`config.mk`:
```
export PLATFORM = sky130hd
export DESIGN_NAME = reg_write_arbiter
export DESIGN_NICKNAME = d
export VERILOG_FILES = /design/src/rtl/reg_write_arbiter.sv
export SDC_FILE = /design/constraint.sdc
export NUM_CORES = 1
export LEC_CHECK = 0
export BUFFER_PORTS_ARGS = -buffer_cell sky130_fd_sc_hd__buf_2
export CAP_MARGIN = 20
export CORE_AREA = 2 2 90 92
export DETAILED_ROUTE_END_ITERATION = 16
export DIE_AREA = 0 0 92 94
export PLACE_DENSITY = 0.84
export SLEW_MARGIN = 10
export SYNTH_ARGS = -nofsm -noshare
export SYNTH_HDL_FRONTEND = slang
export SYNTH_SLANG_ARGS = --single-unit
export TNS_END_PERCENT = 50
```
`constraint.sdc`:
```
create_clock -name clk -period 4.65 [get_ports clk]
set_clock_uncertainty 0.15 [all_clocks]
set_input_delay 0.2325 -clock clk [delete_from_list [all_inputs] [get_ports clk]]
set_output_delay 0.2325 -clock clk [all_outputs]
set_load 0.01 [all_outputs]
```
`src/rtl/reg_write_arbiter.sv`:
```
// Round-robin write-port arbiter for a register bank, with bank-clear sequencing.
// Optional burst lock enabled by defining REG_ARB_LOCK_EN.
module reg_write_arbiter #(
    parameter int NUM_REQ    = 4,
    parameter int DEPTH      = 16,
    parameter int WORD_WIDTH = 32,
    parameter int ADDR_W     = 4,
    parameter int LOCK_MAX   = 8
) (
    input  logic                          clk,
    input  logic                          reset,
    input  logic                          stall,
    input  logic                          clear_all,
    input  logic [NUM_REQ-1:0]            req_valid,
    output logic [NUM_REQ-1:0]            req_ready,
    input  logic [NUM_REQ*ADDR_W-1:0]     req_addr,
    input  logic [NUM_REQ*WORD_WIDTH-1:0] req_data,
    input  logic [NUM_REQ-1:0]            req_lock,
    output logic [DEPTH-1:0]              reg_clk_en,
    output logic [DEPTH-1:0]              reg_reset,
    output logic [WORD_WIDTH-1:0]         reg_data,
    output logic [$clog2(NUM_REQ)-1:0]    grant_id,
    output logic                          addr_err
);
    localparam int IDW = $clog2(NUM_REQ);

    typedef enum logic {S_IDLE, S_CLEAR} state_t;

    state_t                r_state;
    state_t                w_next;
    logic                  w_grant_ok;
    logic                  w_found;
    logic [IDW-1:0]        w_win;
    logic                  w_xfer;
    logic [ADDR_W-1:0]     w_addr;
    logic [WORD_WIDTH-1:0] w_data;
    logic                  w_in_range;
    logic [IDW-1:0]        r_ptr;
    logic [DEPTH-1:0]      r_clk_en;
    logic [WORD_WIDTH-1:0] r_data;
    logic [IDW-1:0]        r_grant;
    logic                  r_err;

`ifdef REG_ARB_LOCK_EN
    logic                  r_locked;
    logic [IDW-1:0]        r_lock_id;
    logic [3:0]            r_beats;
`else
    logic                  w_unused_lock;
    assign w_unused_lock = ^req_lock;
`endif

    // FSM state register
    always_ff @(posedge clk or posedge reset) begin
        if (reset) r_state <= S_IDLE;
        else       r_state <= w_next;
    end

    // FSM next state: a clear request always enters CLEAR for one cycle
    always_comb begin
        w_next = r_state;
        unique case (r_state)
            S_IDLE:  if (clear_all) w_next = S_CLEAR;
            S_CLEAR: w_next = clear_all ? S_CLEAR : S_IDLE;
            default: w_next = S_IDLE;
        endcase
    end

    // FSM outputs: bank reset during reset and CLEAR, grants only when idle
    always_comb begin
        reg_reset  = {DEPTH{reset | (r_state == S_CLEAR)}};
        w_grant_ok = (r_state == S_IDLE) && !clear_all && !stall;
    end

    // Winner search from the rotating pointer, or the lock holder
    always_comb begin
        int v_idx;
        w_found = 1'b0;
        w_win   = '0;
        v_idx   = 0;
        for (int k = 0; k < NUM_REQ; k++) begin
            v_idx = int'(r_ptr) + k;
            if (v_idx >= NUM_REQ) v_idx = v_idx - NUM_REQ;
            if (!w_found && req_valid[v_idx]) begin
                w_found = 1'b1;
                w_win   = IDW'(v_idx);
            end
        end
`ifdef REG_ARB_LOCK_EN
        if (r_locked) begin
            w_found = req_valid[r_lock_id];
            w_win   = r_lock_id;
        end
`endif
    end

    assign w_xfer     = w_grant_ok && w_found;
    assign req_ready  = w_xfer ? ({{(NUM_REQ-1){1'b0}}, 1'b1} << w_win) : '0;
    assign w_addr     = req_addr[w_win*ADDR_W +: ADDR_W];
    assign w_data     = req_data[w_win*WORD_WIDTH +: WORD_WIDTH];
    assign w_in_range = int'(w_addr) < DEPTH;

    // Issue the accepted write one cycle later and advance the pointer
    always_ff @(posedge clk or posedge reset) begin
        if (reset) begin
            r_clk_en <= '0;
            r_data   <= '0;
            r_grant  <= '0;
            r_err    <= 1'b0;
            r_ptr    <= '0;
        end else begin
            r_clk_en <= '0;
            if (w_xfer) begin
                r_grant <= w_win;
                r_data  <= w_data;
                r_ptr   <= (int'(w_win) == NUM_REQ-1) ? '0 : w_win + 1'b1;
                if (w_in_range)
                    r_clk_en <= {{(DEPTH-1){1'b0}}, 1'b1} << w_addr;
                else
                    r_err <= 1'b1;
            end
        end
    end

`ifdef REG_ARB_LOCK_EN
    // Burst lock: hold the grant until unlock request or beat limit
    always_ff @(posedge clk or posedge reset) begin
        if (reset) begin
            r_locked  <= 1'b0;
            r_lock_id <= '0;
            r_beats   <= '0;
        end else if (clear_all) begin
            r_locked <= 1'b0;
            r_beats  <= '0;
        end else if (w_xfer) begin
            if (r_locked) begin
                if (!req_lock[w_win] ||
                    ({1'b0, r_beats} + 5'd1 >= 5'(LOCK_MAX))) begin
                    r_locked <= 1'b0;
                    r_beats  <= '0;
                end else begin
                    r_beats <= r_beats + 4'd1;
                end
            end else if (req_lock[w_win] && LOCK_MAX > 1) begin
                r_locked  <= 1'b1;
                r_lock_id <= w_win;
                r_beats   <= 4'd1;
            end
        end
    end
`endif

    assign reg_clk_en = r_clk_en;
    assign reg_data   = r_data;
    assign grant_id   = r_grant;
    assign addr_err   = r_err;

endmodule

```
Word level (Yosys, flattened, before mapping) --
Index checks and enable logic that the tools add are counted.
Storage, ports and cells: register bits 53, output and inout bits 71
Operators by class: eq/ne operators 1, mux-type cells 28, reduce and logical (&&, ||, !) cells 11, order comparisons 8, add/sub/neg operators 8, bitwise operators 2, shift operators 4
Operator list (number):
- $lt 32x4->1 const B | 4
- $mux 32 | 4
- $shiftx 128x8->32 | 1
- $mux 16 | 1
- $shiftx 16x5->4 | 1
- $shl 1x4->16 const A | 1
- $mux 1 | 13
- $sub 3x3->4 const B | 3
- $mux 2 | 5
- $ge 3x3->1 const B | 3
- $bmux 1 s2 | 4
- $add 2x2->3 const B | 2
- $logic_and 1x1->1 | 6
- $logic_not 1->1 | 5
- $mux 4 | 1
- $shl 1x2->4 const A | 1
- $sub 2x3->4 const B | 1
- $add 2x1->3 const B | 1
- $ge 2x3->1 const B | 1
- $add 2x1->2 const B | 1
- $eq 2x1->1 const B | 1
- $not 1->1 | 1
- $or 1x1->1 | 1

Logic depth before layout (Yosys ltp) --
Gate-level depths: netlist (run 1).
depth after elaboration 18, gate-level depth with buffers 9, mapped depth without buffers 7

Least setup slack after synthesis (run 1) --
Ideal clock, no wire load.
kind register to register, start point reg r_ptr[1], end point reg r_ptr[1], arrival 1.822 ns, path slack 2.554 ns, path buffers 2, cell stages (with the launch flop) 8, data required time 4.375 ns, cell sequence dfrtp_1 -> mux2i_1 -> nor2_1 -> nor3_2 -> buf_6 -> clkbuf_1 -> ha_1 -> mux2_2
On the way: word-level cells in the longest chain between the ends 17, elaborated cells between the ends (all ways) 45
Ends and longest elaborated chain:
- start, declared | RTL line 38 | logic [IDW-1:0] r_ptr;
- start signal, assigned | RTL line 116 | r_ptr <= (int'(w_win) == NUM_REQ-1) ? '0 : w_win + 1'b1;
- branches (longest 14 deep; another with $sub 3x3->4)
- $mux 2 (*) | RTL line 84 | if (!w_found && req_valid[v_idx]) begin
- via w_win[0] | RTL line 33 | logic [IDW-1:0] w_win;
- $add 2x1->2 or $eq 2x1->1 (tied branches) | RTL line 116
- $mux 2 (*) | RTL line 116
Mark *: on every way through the listed nets, which the timed path passes. The select of a mux whose other input is x is not followed. A chain may end at the register's enable or synchronous reset.

Worst setup path in the final report (run 1) --
start point in clear_all, end point out req_ready[0]
On the way: word-level cells in the longest chain between the ends 5
Ends and longest elaborated chain:
- start, declared | RTL line 13 | input logic clear_all,
- $logic_not 1->1 | RTL line 72 | w_grant_ok = (r_state == S_IDLE) && !clear_all && !stall;
- $logic_and 1x1->1 (2 in a row) | RTL line 72
- $logic_and 1x1->1 | RTL line 97 | assign w_xfer = w_grant_ok && w_found;
- $mux 4 | RTL line 98 | assign req_ready = w_xfer ? ({{(NUM_REQ-1){1'b0}}, 1'b1} << w_win) : '0;
- end, declared | RTL line 15 | output logic [NUM_REQ-1:0] req_ready,
No other way between the ends.

==> results of run 1 <==
-- synthesized netlist by cell type (2+ instances only) --
cell / instances / area, um^2
sky130_fd_sc_hd__ha_1: 4 / 50.1
sky130_fd_sc_hd__buf_2: 9 / 45.0
sky130_fd_sc_hd__inv_1: 3 / 11.3
sky130_fd_sc_hd__buf_6: 3 / 33.8
sky130_fd_sc_hd__nand2b_1: 2 / 12.5
sky130_fd_sc_hd__clkbuf_1: 13 / 48.8
sky130_fd_sc_hd__nor4_1: 16 / 100
sky130_fd_sc_hd__nand3_1: 64 / 320
sky130_fd_sc_hd__and2_1: 5 / 31.3
sky130_fd_sc_hd__a31o_2: 32 / 280
sky130_fd_sc_hd__dfrtp_1: 53 / 1330
sky130_fd_sc_hd__nor2_1: 4 / 15.0
sky130_fd_sc_hd__nand2_1: 131 / 492
sky130_fd_sc_hd__nor2b_1: 33 / 206
sky130_fd_sc_hd__mux2_2: 4 / 45.0
sky130_fd_sc_hd__buf_4: 20 / 150
sky130_fd_sc_hd__mux2i_1: 11 / 110
sky130_fd_sc_hd__a21oi_1: 2 / 10.0
-- where the power goes --
part	internal (uW)	leakage (uW)	switching (uW)	total (uW)
Sequential	577	0.000679	56.2	634
Combinational	424	0.00175	571	996
Clock	114	0.0000511	164	278
Total	1120	0.00248	791	1910
-- cells in the final DEF (no fill, tap or decap), types with 2 or more instances in the layout --
master / n
sky130_fd_sc_hd__nand2_1: 131
sky130_fd_sc_hd__dfrtp_1: 53
sky130_fd_sc_hd__dlygate4sd3_1: 2
sky130_fd_sc_hd__nor4_1: 16
sky130_fd_sc_hd__inv_6: 2
sky130_fd_sc_hd__nor2b_1: 33
sky130_fd_sc_hd__mux2_2: 4
sky130_fd_sc_hd__buf_4: 4
sky130_fd_sc_hd__ha_1: 4
sky130_fd_sc_hd__inv_1: 2
sky130_fd_sc_hd__nand3_1: 64
sky130_fd_sc_hd__mux2i_1: 11
sky130_fd_sc_hd__a21oi_1: 2
sky130_fd_sc_hd__nor2_1: 4
sky130_fd_sc_hd__clkbuf_8: 5
sky130_fd_sc_hd__buf_2: 221
sky130_fd_sc_hd__and2_1: 5
sky130_fd_sc_hd__inv_2: 2
sky130_fd_sc_hd__a31o_2: 32
sky130_fd_sc_hd__nand2b_1: 2
-- flip-flops by register name, indices dropped and copies added, names as in the netlist --
register,flops
reg_data,32
reg_clk_en,16
grant_id,2
r_ptr,2
r_state,1
-- routing by layer --
layer | wire, um | GRT usage | share of wire
met5 | 0 | 0 | 0
met4 | 94 | 0.0485 | 0.010
met3 | 644 | 0.0345 | 0.072
met2 | 4610 | 0.390 | 0.51
met1 | 3620 | 0.241 | 0.40
-- final cells by class --
cell class	instances	area share
inverter	5	0.00471
clock inverter	3	0.00637
tap	102	0.0283
multi-input combinational	320	0.396
timing repair buffer	227	0.256
clock buffer	5	0.0152
sequential	53	0.294
-- logic make-up (layout without fill, tap and decap cells) --
logic type,Yosys count,after routing,share of synthesized area
buffers and inverters,51,240,0.0888
other,1,1,0.00110
and+or+nand+nor,259,259,0.355
muxes,17,17,0.0539
AOI/OAI and AO/OA,39,39,0.0976
DFF,53,53,0.389
adders and majority gates,4,4,0.0147
-- critical path, stage by stage --
cell	delay (ns)
sky130_fd_sc_hd__dlygate4sd3_1	0.53
sky130_fd_sc_hd__buf_2	0.13
sky130_fd_sc_hd__nor3_1	0.30
sky130_fd_sc_hd__o41a_2	0.59
sky130_fd_sc_hd__buf_4	0.46
sky130_fd_sc_hd__and2_1	0.20
sky130_fd_sc_hd__buf_2	0.13
-- final timing paths --
kind / end / startpoint
worst max-delay path: req_ready[0] / clear_all
worst min-delay path: reg_data[8]$_DFFE_PP0P_ / req_data[8]
worst max register to register: reg_clk_en[10]$_DFF_PP0_ / r_ptr[1]$_DFFE_PP0P_
worst min register to register: grant_id[1]$_DFFE_PP0P_ / grant_id[1]$_DFFE_PP0P_
max in group asynchronous: reg_data[24]$_DFFE_PP0P_ / reset
min in group asynchronous: r_state$_DFF_PP0_ / reset
-- per-stage QoR --
step                      hold slack, ns  area, um^2  setup WS [ns]  std cells
after floorplan                    0.114        3410           2.55        424
after global placement             0.212        4400           2.12        705
after detailed placement           0.216        4400           1.99        705
after CTS                          0.110        4520           1.68        715
after global routing               0.119        4520           1.51        715
final                              0.119        4520           1.66        715
-- what timing repair did --
action	in CTS	in global routing
hold buffers	2	0
setup buffers	0	0
hold endpoints to repair	54	0
==> metrics.log, run 1 <==
INFO  metric die_h = 94 um
INFO  metric rows = 32
INFO  metric slew_viol_final = 0
INFO  metric clk_transition_reported_paths = 0.11 ns
INFO  metric cp.arrival = 2.60 ns
INFO  metric ratio_of_cells_with_drive_above_1_in_the_final_layout = 0.454
INFO  metric detail_route.vias_per_cell = 5.01
INFO  metric ant_cells = 0
INFO  metric placeable_core_region = 7610 um^2
INFO  metric cp_max_fo = 44
INFO  metric clock_insertion_delay_at_the_later_pin_of_the_skew_report = 0.31 ns
INFO  metric critPathRequiredTime = 4.27 ns
INFO  metric antenna_found_initial = 0
INFO  metric routed_wl = 8.97 mm
INFO  metric final_core_util = 0.594
INFO  metric postCtsResizedCells = 0
INFO  metric multiInputGateArea = 1790 um^2
INFO  metric worst_hold_path.num_cells = 4
INFO  metric synth-edff-count = 0
INFO  metric grt_start_max_net_pins = 73
INFO  metric cts_inserted_buffers = 5
INFO  metric via_count = 3584
INFO  metric dp.final_hpwl = 6.63 mm
INFO  metric max_slew_margin = 0.509
INFO  metric crit_path_capture_type = primary output
INFO  metric ys_warn_count = 0
INFO  metric clkSinkCount = 53
INFO  metric io_pins = 227
INFO  metric routedWlPerCell = 12.5 um
INFO  metric synth-main-ff-cell = sky130_fd_sc_hd__dfrtp_1
INFO  metric die_width = 92 um
INFO  metric yosys_register_bits = 53
INFO  metric cts-root-buf = sky130_fd_sc_hd__clkbuf_8
INFO  metric max_frequency = 0.335 GHz
INFO  metric result_of_the_run = complete, no violations
INFO  metric fill_count = 703
INFO  metric cts_max_path_buffers = 2
INFO  metric final.setup.tns = 0 ns
INFO  metric r2r_setup_slack = 1.99 ns
INFO  metric layout.nets = 772
INFO  metric ant_nets = 0
INFO  metric syn-num-nets = 584
INFO  metric setup-violations-final = 0
INFO  metric syn_area = 3410 um^2
INFO  metric synthArstFlopShare = 1.00
INFO  metric syn_area_per_cell = 8.04 um^2
INFO  metric ff2ff_path_depth = 7
INFO  metric initial_utilization = 0.448
INFO  metric leakage = 0.00248 uW
INFO  metric drc_errors = 0
INFO  metric post-route-min-period = 2.99 ns
INFO  metric report.final.hold_viol_count = 0
INFO  metric tightest_slew = 0.735 ns
INFO  metric tritoncts = done
INFO  metric gp_routability_congestion = 0.749
INFO  metric overflow = 0
INFO  metric critPathKind = input pin to primary output
INFO  metric grt_usage = 0.205
INFO  metric total_power = 1910 uW
INFO  metric drv.max_cap_violation_count = 0
INFO  metric powerDensity = 422 nW/um^2
INFO  metric postSynthCellCount = 424
INFO  metric drt_pre_antenna_iters = 4
INFO  metric grt_pass1_wl = 14.6 mm
INFO  metric portBuffers = 221
INFO  metric layout.area.seq = 1330 um^2
INFO  metric dr.first_iter.drc_count = 88
INFO  metric number_of_global_route_vias_before_repair = 3228
INFO  metric design.die.area = 8650 um^2
INFO  metric syn_to_final_growth = 32.5%
INFO  metric cts_htree_levels = 2
INFO  metric grt_setup_unrepaired = no
INFO  metric yosysUniqueCellTypes = 33
INFO  metric min_path_type = input pin to flop
INFO  metric seq_area_frac_synth = 0.389
INFO  metric startpoint_type = input pin
INFO  metric vdd_drop_max = 178 uV
INFO  metric period_share = 0.642
Power figures use the tool's default switching activity.
==> run 2, diff against run 1 <==
--- a/config.mk
+++ b/config.mk
@@ -5,12 +5,13 @@
 export SDC_FILE = /design/constraint.sdc
 export NUM_CORES = 1
 export LEC_CHECK = 0
+export ABC_AREA = 1
 export BUFFER_PORTS_ARGS = -buffer_cell sky130_fd_sc_hd__buf_2
 export CAP_MARGIN = 20
-export CORE_AREA = 2 2 90 92
+export CORE_AREA = 2 2 100 102
 export DETAILED_ROUTE_END_ITERATION = 16
-export DIE_AREA = 0 0 92 94
-export PLACE_DENSITY = 0.84
+export DIE_AREA = 0 0 102 104
+export PLACE_DENSITY = 0.75
 export SLEW_MARGIN = 10
 export SYNTH_ARGS = -nofsm -noshare
 export SYNTH_HDL_FRONTEND = slang
==> constraint.sdc (replaced) <==
create_clock -name clk -period 2.7 [get_ports clk]
set_clock_uncertainty 0.15 [all_clocks]
set_input_delay 0.135 -clock clk [delete_from_list [all_inputs] [get_ports clk]]
set_output_delay 0.135 -clock clk [all_outputs]
set_load 0.01 [all_outputs]
==> metrics.log, run 2 <==
INFO  metric report.final.hold_viol_count = 0
INFO  metric synthDominantAreaCellType = sky130_fd_sc_hd__dfrtp_1
INFO  metric crit-reg2reg-launch = r_ptr[0]$_DFFE_PP0P_
INFO  metric syn_area = 3690 um^2
INFO  metric placed_instances = 851
INFO  metric max_frequency = 0.396 GHz
INFO  metric area_fraction_of_the_dominant_cell_type_after_synthesis = 0.360
INFO  metric vdd_drop_max = 919 uV
INFO  metric detail_route.vias_per_cell = 4.92
INFO  metric clkSinkCount = 53
INFO  metric syn_to_final_growth = 48.0%
INFO  metric seq_area_frac_synth = 0.360
INFO  metric drc_errors = 0
INFO  metric layout.nets = 932
INFO  metric clock_insertion_delay_at_the_later_pin_of_the_skew_report = 0.30 ns
INFO  metric r2r_setup_slack = 0.18 ns
INFO  metric largest_reg_flops = 32
INFO  metric grt_start_max_net_pins = 41
INFO  metric total_power = 6920 uW
INFO  metric via_count = 4462
INFO  metric dr.first_iter.drc_count = 167
INFO  metric worstHoldStart = req_data[101]
INFO  metric yosys_register_bits = 53
INFO  metric powerDensity = 1270 nW/um^2
INFO  metric critPathKind = flop to flop
INFO  metric final_core_util = 0.572
INFO  metric pre_cts_ws = 0.0989 ns
INFO  metric gp_routability_congestion = 0.888
INFO  metric drt_pre_antenna_iters = 5
INFO  metric worst_slack = 0.177 ns
INFO  metric critPathRequiredTime = 2.73 ns
INFO  metric routedWlPerCell = 13.6 um
INFO  metric cts_max_path_buffers = 2
INFO  metric final_cell_mix = 221 x sky130_fd_sc_hd__buf_2, 185 x sky130_fd_sc_hd__nand2_1, 59 x sky130_fd_sc_hd__o211ai_1
INFO  metric grt_setup_unrepaired = yes
INFO  metric postSynthCellCount = 529
INFO  metric ratio_of_cells_with_drive_above_1_in_the_final_layout = 0.389
INFO  metric design.die.area = 10600 um^2
INFO  metric syn_area_per_cell = 6.97 um^2
INFO  metric syn-num-nets = 689
INFO  metric post-route-min-period = 2.52 ns
INFO  metric portBuffers = 221
INFO  metric ant_nets = 0
INFO  metric rows = 36
INFO  metric number_of_global_route_vias_before_repair = 4267
INFO  metric cp_max_fo = 33
INFO  metric min_path_type = input pin to flop
INFO  metric yosysMostFrequentCell = sky130_fd_sc_hd__nand2_1
INFO  metric routed_wl = 12.4 mm
INFO  metric yosysUniqueCellTypes = 24
INFO  metric cts-root-buf = sky130_fd_sc_hd__clkbuf_8
INFO  metric startpoint_type = flop
INFO  metric slew_viol_final = 0
INFO  metric synthArstFlopShare = 1.00
INFO  metric cts_htree_levels = 2
INFO  metric grt_usage = 0.221
INFO  metric tritoncts = done
INFO  metric drv.max_cap_violation_count = 0
INFO  metric leading_post_synthesis_cells_by_cell_area = sky130_fd_sc_hd__dfrtp_1 36%, sky130_fd_sc_hd__nand2_1 19%, sky130_fd_sc_hd__o211ai_1 12%, sky130_fd_sc_hd__nand3_1 7.2%, sky130_fd_sc_hd__or2_2 5.4%
INFO  metric synth-edff-count = 0
INFO  metric worstSetupStartpoint = r_ptr[0]$_DFFE_PP0P_
INFO  metric ant_cells = 0
INFO  metric antenna_found_initial = 0
INFO  metric overflow = 0
INFO  metric setup-violations-final = 0
INFO  metric period_share = 0.934
INFO  metric initial_utilization = 0.386
INFO  metric cts_inserted_buffers = 5
INFO  metric synth_common_cells = 186 x sky130_fd_sc_hd__nand2_1, 59 x sky130_fd_sc_hd__o211ai_1, 53 x sky130_fd_sc_hd__dfrtp_1, 53 x sky130_fd_sc_hd__nand3_1, 45 x sky130_fd_sc_hd__inv_1
INFO  metric grt_pass1_wl = 19.2 mm
INFO  metric final_cell_count_no_fill = 906
INFO  metric crit_path_capture_type = flop
INFO  metric dp.final_hpwl = 8.66 mm
INFO  metric leakage = 0.00309 uW
INFO  metric die_width = 102 um
INFO  metric cp.arrival = 2.55 ns
INFO  metric ys_warn_count = 0
INFO  metric synth-main-ff-cell = sky130_fd_sc_hd__dfrtp_1
INFO  metric final_common_cell = sky130_fd_sc_hd__buf_2
INFO  metric result_of_the_run = complete, no violations
INFO  metric io_pins = 227
INFO  metric clk_transition_reported_paths = 0.10 ns
INFO  metric placeable_core_region = 9550 um^2
INFO  metric die_h = 104 um
[run 2: cell count changes after synthesis, sizes merged, moves of 7 or more]
cell    before  now
or2          1   36
a31o        32    0
clkbuf      13    6
nand2      131  189
nor4        16    0
mux2i       12    0
inv          5   50
nor2         5   25
nor2b       33    0
o211ai       0   59
buf         33   41
nand3       64   55
[run 2: repair_timing]
item / in CTS / in global routing
setup endpoints to repair: 4 / 12
hold buffers: 38 / 0
endpoints found under the hold margin: 74 / 0
gates resized for setup: 4 / 10
setup buffers: 0 / 6
cloned: 1 / 2
pin swaps: 0 / 3
[run 2: metrics by stage]
stage / area, um^2 / setup TNS, ns / hold slack [ns]
6_report: 5460 / 0 / 0.00478
5_1_grt: 5460 / -0.0226 / 0.0219
4_1_cts: 5330 / -0.0120 / 0.000829
3_5_place_dp: 4810 / 0 / 0.0598
3_3_place_gp: 4810 / 0 / 0.0580
2_1_floorplan: 3690 / 0 / 0.0164
[run 2: critical path, cell delays in order, from the launching register on]
cell	delay [ns]
sky130_fd_sc_hd__dfrtp_2	0.47
sky130_fd_sc_hd__buf_4	0.17
sky130_fd_sc_hd__nand2_1	0.06
sky130_fd_sc_hd__nand2_1	0.08
sky130_fd_sc_hd__nand2_1	0.08
sky130_fd_sc_hd__nand2_1	0.05
sky130_fd_sc_hd__nand2_1	0.09
sky130_fd_sc_hd__nand2_1	0.08
sky130_fd_sc_hd__nand2_1	0.10
sky130_fd_sc_hd__nand3_4	0.14
sky130_fd_sc_hd__buf_12	0.17
sky130_fd_sc_hd__bufbuf_16	0.29
sky130_fd_sc_hd__or2_2	0.28
sky130_fd_sc_hd__o211ai_1	0.08
sky130_fd_sc_hd__nand3_1	0.09
[run 2: cell type report]
class                   instances  area, um^2
fillers                       920        4090
multi-input cells             378        1890
repair buffers                283        1790
flip-flops and latches         53        1330
inverters                      51         199
well taps                     133         166
clock buffers                   5        68.8
clock inverters                 3        17.5
[run 2: cell families after synthesis]
group | after synthesis | share of synthesized area
AOI/OAI and AO/OA | 65 | 0.128
and+or+nand+nor | 308 | 0.365
adders and majority gates | 4 | 0.0136
DFF | 53 | 0.360
buffers and inverters | 98 | 0.132
other | 1 | 0.00102
[run 2: power breakdown]
group / total [uW] / leakage (uW) / switching (uW) / internal [uW]
combinational: 5250 / 0.00236 / 3020 / 2230
sequential: 1230 / 0.000682 / 161 / 1070
clock: 441 / 0.0000439 / 261 / 180
total: 6920 / 0.00309 / 3440 / 3480
[run 2: final timing paths]
kind	depth (start not counted)	endpoint
min	5	reg_data[5]$_DFFE_PP0P_
max reg2reg	14	reg_data[16]$_DFFE_PP0P_
min in group asynchronous	4	r_state$_DFF_PP0_
max in group asynchronous	4	reg_clk_en[1]$_DFF_PP0_
max	14	reg_data[16]$_DFFE_PP0P_
min reg2reg	2	reg_data[27]$_DFFE_PP0P_
[run 2: per-layer routing]
metal	track usage	wire [um]
met4	0.0790	393
met1	0.253	4790
met2	0.396	6250
met5	0	0
met3	0.0477	933
